===== src/rtl/seq_pkg.sv =====
// seq_pkg: constants shared by the sequence stepper and its tick generator.
package seq_pkg;

   // Width of the rate-select input (four tick rates).
   localparam int RATE_W = 2;

   // All segments off on an active-low display.
   localparam logic [6:0] SEG_BLANK = 7'h7F;

   // Active-low 7-segment patterns (bit0=a ... bit6=g), indexed by digit.
   // Codes 10..15 are never produced by the decimal split and show blank.
   localparam logic [15:0][6:0] SEG_TABLE = {
      SEG_BLANK, SEG_BLANK, SEG_BLANK, SEG_BLANK, SEG_BLANK, SEG_BLANK,
      7'h10,   // 9
      7'h00,   // 8
      7'h78,   // 7
      7'h02,   // 6
      7'h12,   // 5
      7'h19,   // 4
      7'h30,   // 3
      7'h24,   // 2
      7'h79,   // 1
      7'h40    // 0
   };

   function automatic logic [6:0] seg_decode(input logic [3:0] digit);
      return SEG_TABLE[digit];
   endfunction

endpackage


===== src/rtl/rate_tick.sv =====
// rate_tick: clock-enable tick generator; one pulse every FPGA_FREQ >> rate cycles.
module rate_tick
   import seq_pkg::*;
#(
   parameter int FPGA_FREQ = 50_000_000
) (
   input  logic              clk,
   input  logic              nreset,
   input  logic              run,
   input  logic [RATE_W-1:0] rate,
   output logic              tick
);

   localparam int CNT_W = $clog2(FPGA_FREQ);

   logic [CNT_W-1:0]  cnt;
   logic [CNT_W-1:0]  cnt_last;
   logic [RATE_W-1:0] rate_q;
   logic              primed;
   logic              rate_changed;

   // Terminal count for the selected rate; the pulse is suppressed in a rate-change cycle
   // and forced low while reset is asserted.
   // NOTE: every signal is assigned on every path through this block, so no latch is inferred.
   always_comb begin
      cnt_last     = CNT_W'((FPGA_FREQ >> rate) - 1);
      rate_changed = primed && (rate != rate_q);
      tick         = nreset && run && !rate_changed && (cnt == cnt_last);
   end

   // Counter wraps at the terminal count; held at 0 while stopped or when the rate changes.
   // primed keeps the reset value of rate_q from looking like a rate change after release.
   // NOTE: non-blocking assignments so every flop samples the pre-edge values of the others.
   always_ff @(posedge clk or negedge nreset) begin
      if (!nreset) begin
         cnt    <= '0;
         rate_q <= '0;
         primed <= 1'b0;
      end else begin
         rate_q <= rate;
         primed <= 1'b1;
         if (!run || rate_changed || (cnt == cnt_last)) begin
            cnt <= '0;
         end else begin
            cnt <= cnt + CNT_W'(1);
         end
      end
   end

endmodule


===== src/rtl/sequence_stepper.sv =====
// sequence_stepper: steps through a constant table of values, automatically at a selectable
// rate or one entry per pushbutton press, and shows the selected value on two 7-seg digits.
module sequence_stepper
   import seq_pkg::*;
#(
   parameter int                     FPGA_FREQ = 50_000_000,
   parameter int                     DEPTH     = 8,
   parameter int                     WIDTH     = 4,
   parameter logic [DEPTH*WIDTH-1:0] SEQ       = 32'h752F_C963
) (
   input  logic                     clk,
   input  logic                     nreset,
   input  logic                     run,
   input  logic                     up,
   input  logic [RATE_W-1:0]        rate,
   input  logic                     bounce,
   input  logic                     step,
   output logic                     muestreo,
   output logic [$clog2(DEPTH)-1:0] idx,
   output logic [WIDTH-1:0]         value,
   output logic [6:0]               hex0,
   output logic [6:0]               hex1,
   output logic                     at_end
);

   localparam int               IDX_W    = $clog2(DEPTH);
   localparam logic [IDX_W-1:0] IDX_LAST = IDX_W'(DEPTH - 1);

   logic [1:0]       step_sync;
   logic             step_q;
   logic             step_edge;
   logic             dir;
   logic             fwd;
   logic             advance;
   logic [WIDTH-1:0] entry [DEPTH];
   logic [5:0]       value6;
   logic [3:0]       tens;
   logic [3:0]       units;

   rate_tick #(
      .FPGA_FREQ (FPGA_FREQ)
   ) u_rate_tick (
      .clk    (clk),
      .nreset (nreset),
      .run    (run),
      .rate   (rate),
      .tick   (muestreo)
   );

   // Two-flop synchroniser on the pushbutton, then a registered one-cycle rising-edge pulse.
   always_ff @(posedge clk or negedge nreset) begin
      if (!nreset) begin
         step_sync <= '0;
         step_q    <= 1'b0;
         step_edge <= 1'b0;
      end else begin
         step_sync <= {step_sync[0], step};
         step_q    <= step_sync[1];
         step_edge <= step_sync[1] & ~step_q;
      end
   end

   // Ticks drive the sequence while running; button presses only count while stopped.
   assign advance = run ? muestreo : step_edge;
   assign fwd     = up ^ dir;

   // Move idx one position per advance; wrap at the ends, or reverse direction in bounce mode.
   always_ff @(posedge clk or negedge nreset) begin
      if (!nreset) begin
         idx <= '0;
         dir <= 1'b0;
      end else begin
         if (!bounce) begin
            dir <= 1'b0;
         end
         if (advance) begin
            if (fwd) begin
               if (idx == IDX_LAST) begin
                  if (bounce) begin
                     dir <= ~dir;
                     idx <= IDX_LAST - IDX_W'(1);
                  end else begin
                     idx <= '0;
                  end
               end else begin
                  idx <= idx + IDX_W'(1);
               end
            end else begin
               if (idx == '0) begin
                  if (bounce) begin
                     dir <= ~dir;
                     idx <= IDX_W'(1);
                  end else begin
                     idx <= IDX_LAST;
                  end
               end else begin
                  idx <= idx - IDX_W'(1);
               end
            end
         end
      end
   end

   // Unpack the constant table so entry k is SEQ[k*WIDTH +: WIDTH].
   for (genvar k = 0; k < DEPTH; k++) begin : g_entry
      assign entry[k] = SEQ[k*WIDTH +: WIDTH];
   end

   // Select the value, split it into decimal digits and decode both displays.
   always_comb begin
      value  = entry[idx];
      value6 = 6'(value);
      tens   = 4'(value6 / 6'd10);
      units  = 4'(value6 % 6'd10);
      hex0   = seg_decode(units);
      hex1   = (value6 < 6'd10) ? SEG_BLANK : seg_decode(tens);
      at_end = (idx == '0) || (idx == IDX_LAST);
   end

endmodule


===== config.mk =====
export PLATFORM = sky130hd
export DESIGN_NAME = sequence_stepper
export DESIGN_NICKNAME = d
export VERILOG_FILES = /design/src/rtl/seq_pkg.sv /design/src/rtl/rate_tick.sv /design/src/rtl/sequence_stepper.sv
export SDC_FILE = /design/constraint.sdc
export NUM_CORES = 1
export LEC_CHECK = 0
export BUFFER_PORTS_ARGS = -buffer_cell sky130_fd_sc_hd__buf_2
export CAP_MARGIN = 20
export CORE_MARGIN = 2
export CORE_UTILIZATION = 37
export CTS_CLUSTER_SIZE = 16
export DETAILED_ROUTE_END_ITERATION = 7
export HOLD_SLACK_MARGIN = 0.12
export PLACE_DENSITY = 0.64
export RECOVER_POWER = 100
export SLEW_MARGIN = 10
export SYNTH_ARGS = -nofsm -noshare
export SYNTH_HDL_FRONTEND = slang
export SYNTH_SLANG_ARGS = --single-unit

===== constraint.sdc =====
create_clock -name clk -period 4.95 [get_ports clk]
set_input_delay 0.495 -clock clk [delete_from_list [all_inputs] [get_ports clk]]
set_output_delay 0.495 -clock clk [all_outputs]
set_load 0.02 [all_outputs]

==> Word-level counts from Yosys, hierarchy flattened <==
Memories as Yosys holds them, arrays and structs flattened.
Index checks and enable logic that the tools add are counted.
{ "classes": {"add_sub_neg": 4, "n_div": 2, "magnitude_cmp": 4, "n_eq_ne": 3, "shift": 1, "muxes": 18, "n_bitwise": 5, "n_reduce_logical": 10} }
{ "ops": {"columns": ["op", "count"], "rows": [
  ["adder 26 x 1 -> 26 bit, second input constant", 1],
  ["equality test 26 bit", 1],
  ["2-to-1 mux 26 bit", 1],
  ["right shift 26 x 2 -> 26 bit, first input constant", 1],
  ["subtractor 26 x 2 -> 26 bit, second input constant", 1],
  ["2-to-1 mux 7 bit", 3],
  ["2-to-1 mux 3 bit", 5],
  ["< comparator 4 x 5 -> 1 bit, second input constant", 2],
  ["2-to-1 mux 4 bit", 2],
  ["2-to-1 mux 1 bit", 7],
  ["divider 4 x 4 -> 6 bit, second input constant", 1],
  ["remainder unit 4 x 4 -> 6 bit, second input constant", 1],
  [">= comparator 4 bit, second input constant", 1],
  ["logical AND 1 bit", 4],
  ["< comparator 4 bit, second input constant", 1],
  ["NOT 3 -> 4 bit", 1],
  ["adder 3 x 1 -> 3 bit, second input constant", 1],
  ["equality test 3 bit, second input constant", 1],
  ["zero test 3 bit", 1],
  ["logical OR 1 bit", 3],
  ["subtractor 3 x 1 -> 3 bit, second input constant", 1],
  ["zero test 1 bit", 2],
  ["inequality test 2 bit", 1],
  ["NOT 1 bit", 2],
  ["other kinds (2)", 2]
]} }
{ "word_totals": {"register_bits": 37, "rom_bits": 256, "in_bits": 8, "output_inout_bits": 23, "word_cells": 58, "memories": 3} }
{ "memory_table": {"columns": ["name", "words", "width", "read_ports", "rd_ports_with_merged_regs", "write_ports", "line_no", "rtl"], "rows": [
  ["(no name shown)", 16, 7, 1, 0, 0, "seq_pkg.sv:27", "return SEG_TABLE[digit];"],
  ["(no name shown)", 16, 7, 1, 0, 0, "seq_pkg.sv:27", null],
  ["(no name shown)", 8, 4, 1, 0, 0, "sequence_stepper.sv:111", "value = entry[idx];"]
]} }

==> Depth between registers and ports, before layout <==
Gate-level depths: netlist of run 1.
{ "depth": {"word_depth": 8, "ltp_mapped": 11, "ltp_nobuf": 10} }

==> Cells and area by module <==
From an unflattened synthesis of run 1, not the netlist that was laid out.
{ "unflattened": {"hier_cells": 298, "hier_area_um2": 2673.8} }
{ "modules_own_cells": {"columns": ["module", "instances", "cells_each", "area_per_inst_um2", "seq_area_each_um2"], "rows": [
  ["rate_tick", 1, 182, 1677.9, 725.7],
  ["sequence_stepper", 1, 116, 996.0, 200.2]
]} }

==> Worst setup path before layout of run 1 <==
No wires, ideal clock.
{ "synth_timing": {"path_type": "reg-to-output", "start": "register idx[0]", "end": "output port hex0[1]", "t_arrival_ns": 2.702, "required_time_ns": 4.455, "setup_slack_ns": 1.753, "path_stages_with_launch": 10, "n_path_buf": 0, "path_cell_list": "dfrtp_1 > inv_1 > ha_1 > mux2i_1 > inv_1 > o311ai_0 > o21a_1 > inv_1 > ha_1 > o21ai_0"} }
{ "synth_between": {"elab_chain_cells": 7} }
{ "synth_lines": {"columns": ["element", "line_no", "rtl"], "rows": [
  ["from (decl)", "sequence_stepper.sv:19", "output logic [$clog2(DEPTH)-1:0] idx,"],
  ["from (signal assigned)", "sequence_stepper.sv:81", "idx <= IDX_LAST - IDX_W'(1);"],
  ["from (signal assigned)", "sequence_stepper.sv:86", "idx <= idx + IDX_W'(1);"],
  ["from (signal assigned)", "sequence_stepper.sv:97", "idx <= idx - IDX_W'(1);"],
  ["NOT 3 -> 4 bit (not written as such)", "sequence_stepper.sv:111", null],
  ["memory (8 x 4 bit)", null, null],
  ["2-to-1 mux 4 bit (not written as such) (2 in a row)", "sequence_stepper.sv:111", null],
  ["net value[1]", "sequence_stepper.sv:20", "output logic [WIDTH-1:0] value,"],
  ["remainder unit 4 x 4 -> 6 bit", "sequence_stepper.sv:114", "units = 4'(value6 % 6'd10);"],
  ["memory (16 x 7 bit)", null, null],
  ["2-to-1 mux 7 bit (not written as such)", "seq_pkg.sv:27", null],
  ["to (decl)", "sequence_stepper.sv:21", "output logic [6:0] hex0,"]
]} }
The timed path passes the listed nets, and every way through them passes these cells. The select of a mux whose other input is x is not followed.

==> Final worst setup path of run 1 <==
{ "layout_timing": {"start": "input port rate[1]", "end": "output port muestreo"} }
{ "layout_between": {"elab_chain_cells": 5, "elab_cells_between_ends": 8, "classes_between": "add/sub (1); eq/ne (2); shift (1); reduce/logical (4)"} }
{ "layout_lines": {"columns": ["element", "line_no", "rtl"], "rows": [
  ["from (decl)", "sequence_stepper.sv:15", "input logic [RATE_W-1:0] rate,"],
  ["parallel branches: the longest is 4 deep, another holds subtractor 26 x 2 -> 26 bit", null, null],
  ["logical AND 1 bit *", "rate_tick.sv:28", "tick = nreset && run && !rate_changed && (cnt == cnt_last);"],
  ["to (decl)", "sequence_stepper.sv:18", "output logic muestreo,"]
]} }
Mark *: on every way between the ends.

==> metrics.md, run 1 <==
| Metric | Value |
|---|---|
| Run status | complete, but fails checks |
| Failing checks | max-capacitance violations, max-slew violations |
| Worst-path cell chain | clkbuf_1, nor2b_4, inv_2, ha_1, o21ai_0, or3b_1, a221oi_1, and4_1, clkbuf_1 |
| Mapped Area | about 2600 um^2 |
| Vias in the first global route | 1930 |
| Routed Antenna Nets | 0 |
| Setup crit start kind | input port |
| Post_cts resized | 0 |
| Max stage delay on crit path | between 0.4 and 0.5 ns |
| Clk buf depth | 2 |
| Setup-failing EPs final | 0 |
| Rel. slew slack | -0.3256 |
| DR pass1 iterations | 4 |
| Cts hold-fix bufs | 0 |
| Filler Cell Count | between 600 and 700 |
| Diodes inserted | 0 |
| Tcrit/Tclk final | 0.6740 |
| Gpl congestion | 0.8878 |
| Worst Hold Class | in -> reg |
| DIE AREA | between 7000 and 8000 um^2 |
| Utilization after layout | 0.4146 |
| Crit. End Element | primary output |
| Hold WS | 0.3146 ns |
| CTS tree | built |
| Setup TNS | 0 ns |
| Multi-input logic area | 1514 um^2 |
| Final instance area | about 2800 um^2 |
| Fin. max-slew vios | 40 |
| Port Buf Inserts | 25 |
| Placed cells | about 380 |
| Core area | just under 7000 um^2 |
| First-pass GRT wire length | ~8800 um |
| Detail Placement HPWL | roughly 3800 um |
| Data arrival, critical path | approximately 2.8 ns |
| Worst Path Buf+Inv | 3 |
| Starting density of the core | 0.3809 |
| Seq/Total Area, Yosys | 0.3597 |
| Syn Inst Count | 283 |
| Critical path type | in -> out |
| Layout cells sized above 1 | 0.06840 |
| Gr usage total | 0.1435 |
| Largest net degree at the start of global routing | 40 |
| Worst Clk Skew | around 0.0057 ns |
| Worst Path Required | 4.45 ns |
| DP Worst Slack | slightly below 2 ns |
| CP most frequent cell | clkbuf_1 |
| Placed cell areas | between 2000 and 3000 um^2 |
| Final setup margin | 1.614 ns |
| RSZ-0062 raised after global routing | no |
| VDD IR max | between 0.2 and 0.25 mV |
| Area added between synthesis and finish | 8.848% |
| Delay-heaviest family, CP | simple AND/OR/NAND/NOR gates |
| Initial antenna violation count | 0 |
| DRC marker count from the first detailed-route iteration | between 50 and 60 |
| Fin. Hold Viols | 0 |
| Ys async rst share | 1.000 |
| #FFs+latches synth | 37 |
| H-tree depth | 2 |
| Die X | approximately 87 um |
| Register area | 925.9 um^2 |
| CTS sink count | 37 |
| DR WL/cell | 13.43 um |
| Main synth FF type | dfrtp_1 |
| Root Buffer Master | clkbuf_8 |
| Most frequent cells in the layout | dfrtp_1 (37), nor2_1 (36), nand2_1 (27), clkbuf_1 (20), xor2_1 (19) |
| Via Count | ~2000 |
| Global route overflow | 0 |
| Core Rows | 30 |
| I/O Pins | 31 |
| Avg Inst Size Synth | slightly above 9 um^2 |
| Max cap viols | 1 |
| Most common cell after layout, fill and taps aside | dfrtp_1 |
| Yosys warns | 0 |
| Total power | about 1.4 mW |
| DR vias/cell | around 5.3 |
| Period minus WS final | approximately 3.3 ns |
| Num CTS Buffers | 5 |
| Post-CTS setup buffer count | 0 |
| Final wirelength | 5198 um |
| Fin nets | about 330 |
| Synth unique cells | 55 |
| Worst-skew pair later-pin latency | approximately 0.28 ns |
| Die Ht | 87.40 um |
| Final cell count without fillers | about 390 |
| LEAKAGE | 1.229 nW |
| DR DRC count | 0 |
| P per Cell Area | 489.7 nW/um^2 |
| CP max FO | 14 |
| CTS clk-pin slew, worst paths | roughly 0.070 ns |
| Worst slew pin tran | between 1.5 and 2 ns |
| Number of synthesized flops with an enable pin | 0 |
| Worst-path cell with the longest stage delay | clkbuf_1 |
| F_max | ~0.3 GHz |
sequential cells by signal (all words and copies together), names as in the netlist:
signal,flops
dir,1
idx,3
step_edge,1
step_q,1
step_sync,2
u_rate_tick.cnt,26
u_rate_tick.primed,1
u_rate_tick.rate_q,2
routing by layer:
layer  track usage  vias up  wire length [um]
met5             0        -                 0
met3       0.02844        2               208
met1        0.1807      955              2441
met4       0.04615        0                14
li1              -     1024                 -
met2        0.2459       53              2533
logic make-up after synthesis:
| logic type | Yosys count | share of synthesized area |
|---|---|---|
| adder cells (fa/ha/maj) | 15 | 0.07292 |
| XOR/XNOR | 29 | 0.09869 |
| AO/OA/AOI/OAI | 42 | 0.1128 |
| other | 1 | 0.001457 |
| buffers and inverters | 25 | 0.05736 |
| multiplexers | 10 | 0.04035 |
| flip-flops | 37 | 0.3597 |
| AND/OR/NAND/NOR | 124 | 0.2567 |
layout make-up:
class | count | area share
timing repair buffer | 25 | 0.03573
multi-input combinational | 226 | 0.5404
clock buffer | 6 | 0.02948
inverter | 11 | 0.01474
clock inverter | 2 | 0.01340
sequential | 37 | 0.3305
tap | 80 | 0.03573
cell usage after synthesis, drive strengths merged (8+ instances only):
cell type	n	share of area
dfrtp	37	0.36
nor2	36	0.053
nand2	27	0.041
xor2	19	0.065
ha	15	0.073
nand3	14	0.027
buf	13	0.039
inv	11	0.016
o21ai	11	0.021
nor2b	10	0.027
xnor2	10	0.034
a21oi	8	0.016
final timing paths:
check	start	to	slack (ns)	cells after the start
setup / recovery	rate[1]	muestreo	1.61	9
hold / removal	step	step_sync[0]	0.31	1
setup reg to reg	u_rate_tick.cnt[0]	u_rate_tick.cnt[3]	2.59	7
hold reg to reg	step_sync[0]	step_sync[1]	0.35	0
max in group asynchronous	nreset	u_rate_tick.cnt[7]	3.04	1
min in group asynchronous	nreset	u_rate_tick.cnt[19]	0.77	1
power breakdown:
part           switching (mW)  internal [mW]  total, mW  leakage [nW]
Sequential             0.0247          0.318      0.342         0.493
Combinational           0.510          0.250      0.760         0.678
Clock                   0.106          0.164      0.270        0.0574
Total                   0.641          0.731       1.37          1.23
worst register-to-register path, delay by kind of cell, from the launching register on:
family	cells	cell delay [ns]
DFF	1	0.39
AOI/OAI and AO/OA	2	0.41
and+or+nand+nor	4	1.20
adders and majority gates	1	0.21
Note: power is estimated with default switching activity, not from simulation.
==> run 2, diff against run 1 <==
--- a/config.mk
+++ b/config.mk
@@ -12,7 +12,7 @@
 export CTS_CLUSTER_SIZE = 16
 export DETAILED_ROUTE_END_ITERATION = 7
 export HOLD_SLACK_MARGIN = 0.12
-export PLACE_DENSITY = 0.64
+export PLACE_DENSITY = 0.66
 export RECOVER_POWER = 100
 export SLEW_MARGIN = 10
 export SYNTH_ARGS = -nofsm -noshare
==> constraint.sdc (replaced) <==
create_clock -name clk -period 2.7 [get_ports clk]
set_input_delay 0.27 -clock clk [delete_from_list [all_inputs] [get_ports clk]]
set_output_delay 0.27 -clock clk [all_outputs]
set_load 0.02 [all_outputs]
==> run 2 against run 1 <==
Against the previous run:
- the flow now finishes without violations
- critical path depth is the same
- combinational power rose to 2.7 times the previous value
- total power rose by 130%
- setup slack worse by 1.5 ns
- hold slack got worse by 0.067 ns
- utilization is 3.4 points higher
- sequential cell count unchanged
- design area grew 8.3%
- routed wire length increased by 7.1%
- clock-buffer cell count is 1 higher
- die area unchanged
- clock power rose by 43%
- critical path type is now reg -> out
- critical endpoint is now hex0[3]
- largest power group unchanged
==> metrics.md, run 2 (synthesis gave the netlist of run 1 again) <==
| Metric | Value |
|---|---|
| DR vias/cell | between 5 and 6 |
| Hold WS | approximately 0.25 ns |
| Biggest register | u_rate_tick.cnt |
| I/O Pins | 31 |
| Via Count | between 2000 and 2500 |
| Final setup margin | roughly 0.099 ns |
| Fin nets | ~350 |
| Layout cells sized above 1 | 0.2178 |
| Port Buf Inserts | 25 |
| Worst Clk Skew | between 0.002 and 0.0025 ns |
| CTS tree | built |
| LEAKAGE | around 1.3 nW |
| CP max FO | 5 |
| Gr usage total | 0.1547 |
| Largest regs | u_rate_tick.cnt x26, idx x3 |
| Setup crit start kind | register |
| Starting density of the core | 0.3809 |
| Root Buffer Master | clkbuf_8 |
| Core area | between 6000 and 7000 um^2 |
| Core Rows | 30 |
| Final wirelength | around 5600 um |
| Worst Path Required | around 2.4 ns |
| DP Worst Slack | between 0.05 and 0.06 ns |
| DIE AREA | 7639 um^2 |
| Vias in the first global route | 1988 |
| Data arrival, critical path | ~2.3 ns |
| Largest register FFs | 26 |
| Critical path type | reg -> out |
| Routed Antenna Nets | 0 |
| Die Ht | approximately 87 um |
| DR WL/cell | ~14 um |
| Largest net degree at the start of global routing | 38 |
| CTS clk-pin slew, worst paths | 0.07 ns |
| Crit. End Element | primary output |
| Worst Hold Class | in -> reg |
| CTS sink count | 37 |
| Worst-skew pair later-pin latency | roughly 0.29 ns |
| F_max | between 0.3 and 0.4 GHz |
| DR DRC count | 0 |
| Detail Placement HPWL | between 3000 and 4000 um |
| Worst-path cell chain | buf_6, nor2b_4, or2_1, inv_2, ha_4, a22o_2, mux2i_2, a21oi_2, buf_4 |
| Max cap viols | 0 |
| Worst Setup SP | idx[0] |
| H-tree depth | 2 |
| Max stage delay on crit path | 0.44 ns |
| Worst-path cell with the longest stage delay | dfrtp_2 |
| DRC marker count from the first detailed-route iteration | 94 |
| Setup-failing EPs final | 0 |
| Worst slew pin tran | roughly 0.91 ns |
| Rel. slew slack | 0.3935 |
| Global route overflow | 0 |
| Die X | slightly below 90 um |
| Reg-to-reg startpoint | u_rate_tick.cnt[0] |
| DR pass1 iterations | 4 |
| Num CTS Buffers | 5 |
| Min-delay src | bounce |
| Fin. Hold Viols | 0 |
| Most frequent cells in the layout | nor2_1 (35), dfrtp_1 (35), nand2_1 (25), xor2_1 (19) |
| P per Cell Area | approximately 1000 nW/um^2 |
| Initial antenna violation count | 0 |
| VDD IR max | approximately 0.41 mV |
| Delay-heaviest family, CP | flip-flops |
| First-pass GRT wire length | 9321 um |
| Tcrit/Tclk final | 0.9632 |
| Diodes inserted | 0 |
| Fin. max-slew vios | 0 |
| Period minus WS final | about 2.6 ns |
| Area added between synthesis and finish | 17.89% |
| Run status | completed |
| Worst Path Buf+Inv | 3 |
| Clk buf depth | 2 |
| Gpl congestion | between 0.8 and 0.9 |
==> run 2: cell types whose count changed in the layout (fill, tap and decap cells not counted), sizes merged <==
cell         delta
buf            +24
clkbuf          -6
dlygate4sd3     +2
a22o            +1
bufinv          -1
clkinvlp        -1
==> run 2: cell type report <==
cell class / instances / area [um^2]
Fill cell: 674 / 3722
Multi-Input combinational cell: 227 / 1614
Sequential cell: 37 / 928.4
Timing Repair Buffer: 44 / 264.0
Tap cell: 80 / 100.1
Clock buffer: 7 / 86.33
Inverter: 11 / 41.29
==> run 2: per-layer routing <==
layer	vias up	wire length [um]	global-route usage
met4	0	106	0.05315
met2	37	2687	0.2638
met3	10	159	0.03033
li1	1054	-	-
met5	-	0	0
met1	990	2613	0.1946
==> run 2: through the flow <==
step	cell area (um^2)	utilization	setup TNS (ns)	instances	total power, mW
after floorplan	2613	-	-0.1546	288	1.805
final	3034	0.4491	0	406	3.093
after global placement	2789	0.4128	0	385	2.175
after detailed placement	2789	0.4128	0	385	2.192
after global routing	3034	0.4491	-0.04478	406	3.329
after CTS	2963	0.4385	0	399	2.769
==> run 2: power breakdown <==
group / total [mW] / leakage, nW / switching (mW) / internal, mW
combinational: 2.07 / 0.809 / 1.15 / 0.923
sequential: 0.634 / 0.491 / 0.0481 / 0.585
clock: 0.387 / 0.0443 / 0.184 / 0.202
==> run 2: tightest hold or removal path, stage by stage <==
cell       delay, ns
buf_2           0.12
nand2_1         0.05
o2bb2ai_1       0.05
==> run 2: timing repair <==
item / in CTS / in global routing
endpoints found under the hold margin: 38 / 0
gates resized for setup: 9 / 27
buffers inserted: 4 / 7
gates cloned: 1 / 0
pin swaps: 2 / 6
setup endpoints to repair: 7 / 6
hold buffers: 2 / 0
==> run 2: worst paths after layout <==
| check | depth (start not counted) | to | slack (ns) |
|---|---|---|---|
| worst max-delay path | 9 | hex0[3] | 0.1 |
| worst min-delay path | 3 | dir | 0.25 |
| worst max register to register | 8 | u_rate_tick.cnt[25] | 0.51 |
| worst min register to register | 0 | step_sync[1] | 0.35 |
| max in group asynchronous | 3 | idx[2] | 1.18 |
| min in group asynchronous | 3 | u_rate_tick.cnt[22] | 0.89 |
==> run 3, diff against run 2 <==
--- a/config.mk
+++ b/config.mk
@@ -5,6 +5,7 @@
 export SDC_FILE = /design/constraint.sdc
 export NUM_CORES = 1
 export LEC_CHECK = 0
+export ABC_AREA = 1
 export BUFFER_PORTS_ARGS = -buffer_cell sky130_fd_sc_hd__buf_2
 export CAP_MARGIN = 20
 export CORE_MARGIN = 2
@@ -13,7 +14,7 @@
 export DETAILED_ROUTE_END_ITERATION = 7
 export HOLD_SLACK_MARGIN = 0.12
 export PLACE_DENSITY = 0.66
-export RECOVER_POWER = 100
+export RECOVER_POWER = 50
 export SLEW_MARGIN = 10
 export SYNTH_ARGS = -nofsm -noshare
 export SYNTH_HDL_FRONTEND = slang
==> run 3 against run 2 <==
Against the previous run:
- critical path type unchanged
- setup slack improved by 0.092 ns
- highest routed layer unchanged
- clock-buffer cell count is the same
- total power decreased by 22%
==> metrics.md, run 3 <==
| Metric | Value |
|---|---|
| Placed cells | between 500 and 600 |
| Area added between synthesis and finish | 12.87% |
| Placed cell areas | between 3000 and 4000 um^2 |
| Data arrival, critical path | between 2 and 2.5 ns |
| Starting density of the core | 0.3847 |
| Routed Antenna Nets | 0 |
| Largest regs | u_rate_tick.cnt x26, idx x3 |
| Rel. slew slack | 0.3975 |
| Final cell count without fillers | roughly 530 |
| Worst Path Buf+Inv | 6 |
| CTS clk-pin slew, worst paths | around 0.070 ns |
| Yosys warns | 0 |
| DR vias/cell | around 4.8 |
| Final wirelength | approximately 6200 um |
| Run status | completed |
| Root Buffer Master | clkbuf_8 |
| Fin. Hold Viols | 0 |
| Period minus WS final | between 2 and 3 ns |
| Core Rows | 31 |
| #FFs+latches synth | 37 |
| Worst slew pin tran | around 0.90 ns |
| Sequential Power Share | 0.260 |
| Fin. max-slew vios | 0 |
| Clk buf depth | 2 |
| Largest register FFs | 26 |
| Reg2Reg Setup Slack | 0.74 ns |
| CP max FO | 7 |
| Clock power frac | 0.174 |
| CTS sink count | 37 |
| DR WL/cell | ~12 um |
| Port Buf Inserts | 25 |
| Avg Inst Size Synth | slightly above 7 um^2 |
| Core area | approximately 7300 um^2 |
| Most frequent cells in the layout | nand2_1 (107), nor2_1 (52), inv_1 (50), dfrtp_1 (35), nand3_1 (25) |
| Number of synthesized flops with an enable pin | 0 |
| VDD IR max | ~0.28 mV |
| Synth unique cells | 32 |
| DR pass1 iterations | 4 |
| Post-Synth Adder-Cell Area | 0.06655 |
| DIE AREA | roughly 8300 um^2 |
| Max stage delay on crit path | ~0.44 ns |
| P per Cell Area | ~760 nW/um^2 |
| Post-synthesis simple-gate area fraction | 0.3789 |
| Num CTS Buffers | 5 |
| DRC marker count from the first detailed-route iteration | about 160 |
| Largest family of logic cells by synthesized area | simple AND/OR/NAND/NOR gates |
| Detail Placement HPWL | between 4000 and 5000 um |
| Initial antenna violation count | 0 |
| Gpl congestion | ~0.94 |
| DR DRC count | 0 |
| Worst Hold Class | in -> reg |
| H-tree depth | 2 |
| Internal power | around 1.3 mW |
| Diodes inserted | 0 |
| Mux contribution to synthesized area | 0 |
| Vias in the first global route | roughly 2400 |
| Seq/Total Area, Yosys | 0.3283 |
| I/O Pins | 31 |
| Setup crit start kind | register |
| Worst Path Required | 2.43 ns |
| Layout cells sized above 1 | 0.1724 |
| Ys async rst share | 1.000 |
| Filler Cell Count | ~750 |
| Global route overflow | 0 |
| Sw Ratio | 0.4631 |
| First-pass GRT wire length | 11210 um |
| Delay-heaviest family, CP | buffers and inverters |
| Gr usage total | 0.1618 |
| CTS tree | built |
| Mapped Area | 2820 um^2 |
| CP most frequent cell | inv_1 |
| Die X | approximately 91 um |
| DP Worst Slack | ~0.38 ns |
| Syn Inst Count | 400 |
| Post-Synth XOR/XNOR Area | 0.05901 |
| Setup-failing EPs final | 0 |
| Worst Clk Skew | 0.004352 ns |
| Synth Area in Compound Gates | 0.06344 |
| Power share of the combinational group | 0.565 |
| Largest cells by area after synthesis | dfrtp_1 (33%), nand2_1 (14%), nor2_1 (6.9%) |
| Die Ht | between 90 and 100 um |
| Tcrit/Tclk final | 0.9291 |
| F_max | about 0.4 GHz |
| Setup TNS | 0 ns |
| Critical path type | reg -> out |
| Worst-path cell with the longest stage delay | dfrtp_2 |
| Most common cell in the netlist | nand2_1 |
| Largest net degree at the start of global routing | 38 |
| Final setup margin | between 0.15 and 0.2 ns |
| Worst-skew pair later-pin latency | 0.29 ns |
| Yosys top cell by area | dfrtp_1 |
| Crit. End Element | primary output |
| Final instance area | roughly 3200 um^2 |
| Via Count | around 2600 |
| Biggest register | u_rate_tick.cnt |
| Top-area cell type share of the netlist area | 0.3283 |
| LEAKAGE | roughly 1.5 nW |
| Worst-path cell chain | inv_1, ha_1, inv_1, o21ai_4, buf_4, o21ai_4, inv_2, ha_1, inv_1, nand2_1, nand2_1, o21ai_1, buf_2 |
| Main synth FF type | dfrtp_1 |
| Max cap viols | 0 |
| Utilization after layout | 0.4342 |
| Most common cell after layout, fill and taps aside | nand2_1 |
| Fin nets | 457 |
| Synth top cells by count | nand2_1 (107), nor2_1 (52), inv_1 (51) |
| RSZ-0062 raised after global routing | no |
| NetSw | approximately 1.1 mW |
[run 3: cell types whose count changed after synthesis, moves of 7 or more]
cell | before | now
nor3_1 | 3 | 12
nand2_1 | 25 | 107
nor2_1 | 36 | 52
mux2i_1 | 7 | 0
nor2_2 | 0 | 13
inv_1 | 10 | 51
nor2b_1 | 9 | 0
nand3_1 | 14 | 25
[run 3: path summary, 6_finish.rpt]
path,startpoint,to,cells past startpoint
worst max-delay path,idx[0],hex0[3],13
worst min-delay path,rate[0],u_rate_tick.rate_q[0],1
worst max register to register,u_rate_tick.cnt[0],u_rate_tick.cnt[18],8
worst min register to register,step_sync[0],step_sync[1],0
max in group asynchronous,nreset,idx[1],3
min in group asynchronous,nreset,u_rate_tick.cnt[11],3
[run 3: logic make-up (layout without fill, tap and decap cells)]
kind of cell	count (synthesis)	count (layout)
other cells	1	6
compound gates	27	27
fa+ha+maj	15	15
xor+xnor	19	19
buf+inv	64	94
flops	37	37
simple gates	237	237
[run 3: what timing repair did]
| action | CTS | global route |
|---|---|---|
| setup buffers | 0 | 4 |
| gates resized for setup | 0 | 6 |
| endpoints found under the setup margin | 0 | 6 |
| endpoints found under the hold margin | 38 | 0 |
| hold buffers | 2 | 0 |
[run 3: routing by layer]
metal  vias to the layer above  GRT usage  part of all wire
met5                         -          0                 0
met4                         0    0.04672             0.026
met3                        14    0.02905             0.045
met2                        69     0.2623              0.46
met1                      1157     0.2209              0.47
li1                       1312          -                 -
[run 3: power by group through the flow]
stage	clock network [mW]	registers (mW)	logic, mW
after CTS	0.437	0.626	1.30
final	0.422	0.630	1.37
after floorplan	0	0.649	0.961
after global placement	0	0.635	1.27
after detailed placement	0	0.637	1.29
after global routing	0.454	0.636	1.52
[run 3: metrics by stage]
| step | hold slack (ns) | total power [mW] |
|---|---|---|
| after floorplan | -0.02559 | 1.610 |
| after global placement | 0.3392 | 1.906 |
| after detailed placement | 0.3405 | 1.927 |
| after CTS | 0.2112 | 2.359 |
| after global routing | 0.2168 | 2.613 |
| final | 0.2196 | 2.419 |
[run 3: area by class of cell]
cell class | count | area, um^2 | share of cell area
Sequential cell | 37 | 928.4 | 0.2917
Clock inverter | 1 | 5.005 | 0.001572
Timing Repair Buffer | 32 | 178.9 | 0.05621
Multi-Input combinational cell | 304 | 1648 | 0.5177
Tap cell | 99 | 123.9 | 0.03892
Clock buffer | 7 | 96.34 | 0.03027
Inverter | 54 | 202.7 | 0.06368
[run 3: worst register-to-register path, cell delays in order (launching register included)]
cell and delay, ns:
dfrtp_1 0.43, ha_1 0.22, nand3_1 0.15, nor2_1 0.21, nand2_1 0.14, nor2_1 0.27, nand4_1 0.17, xor2_1 0.20
nor2_1 0.06
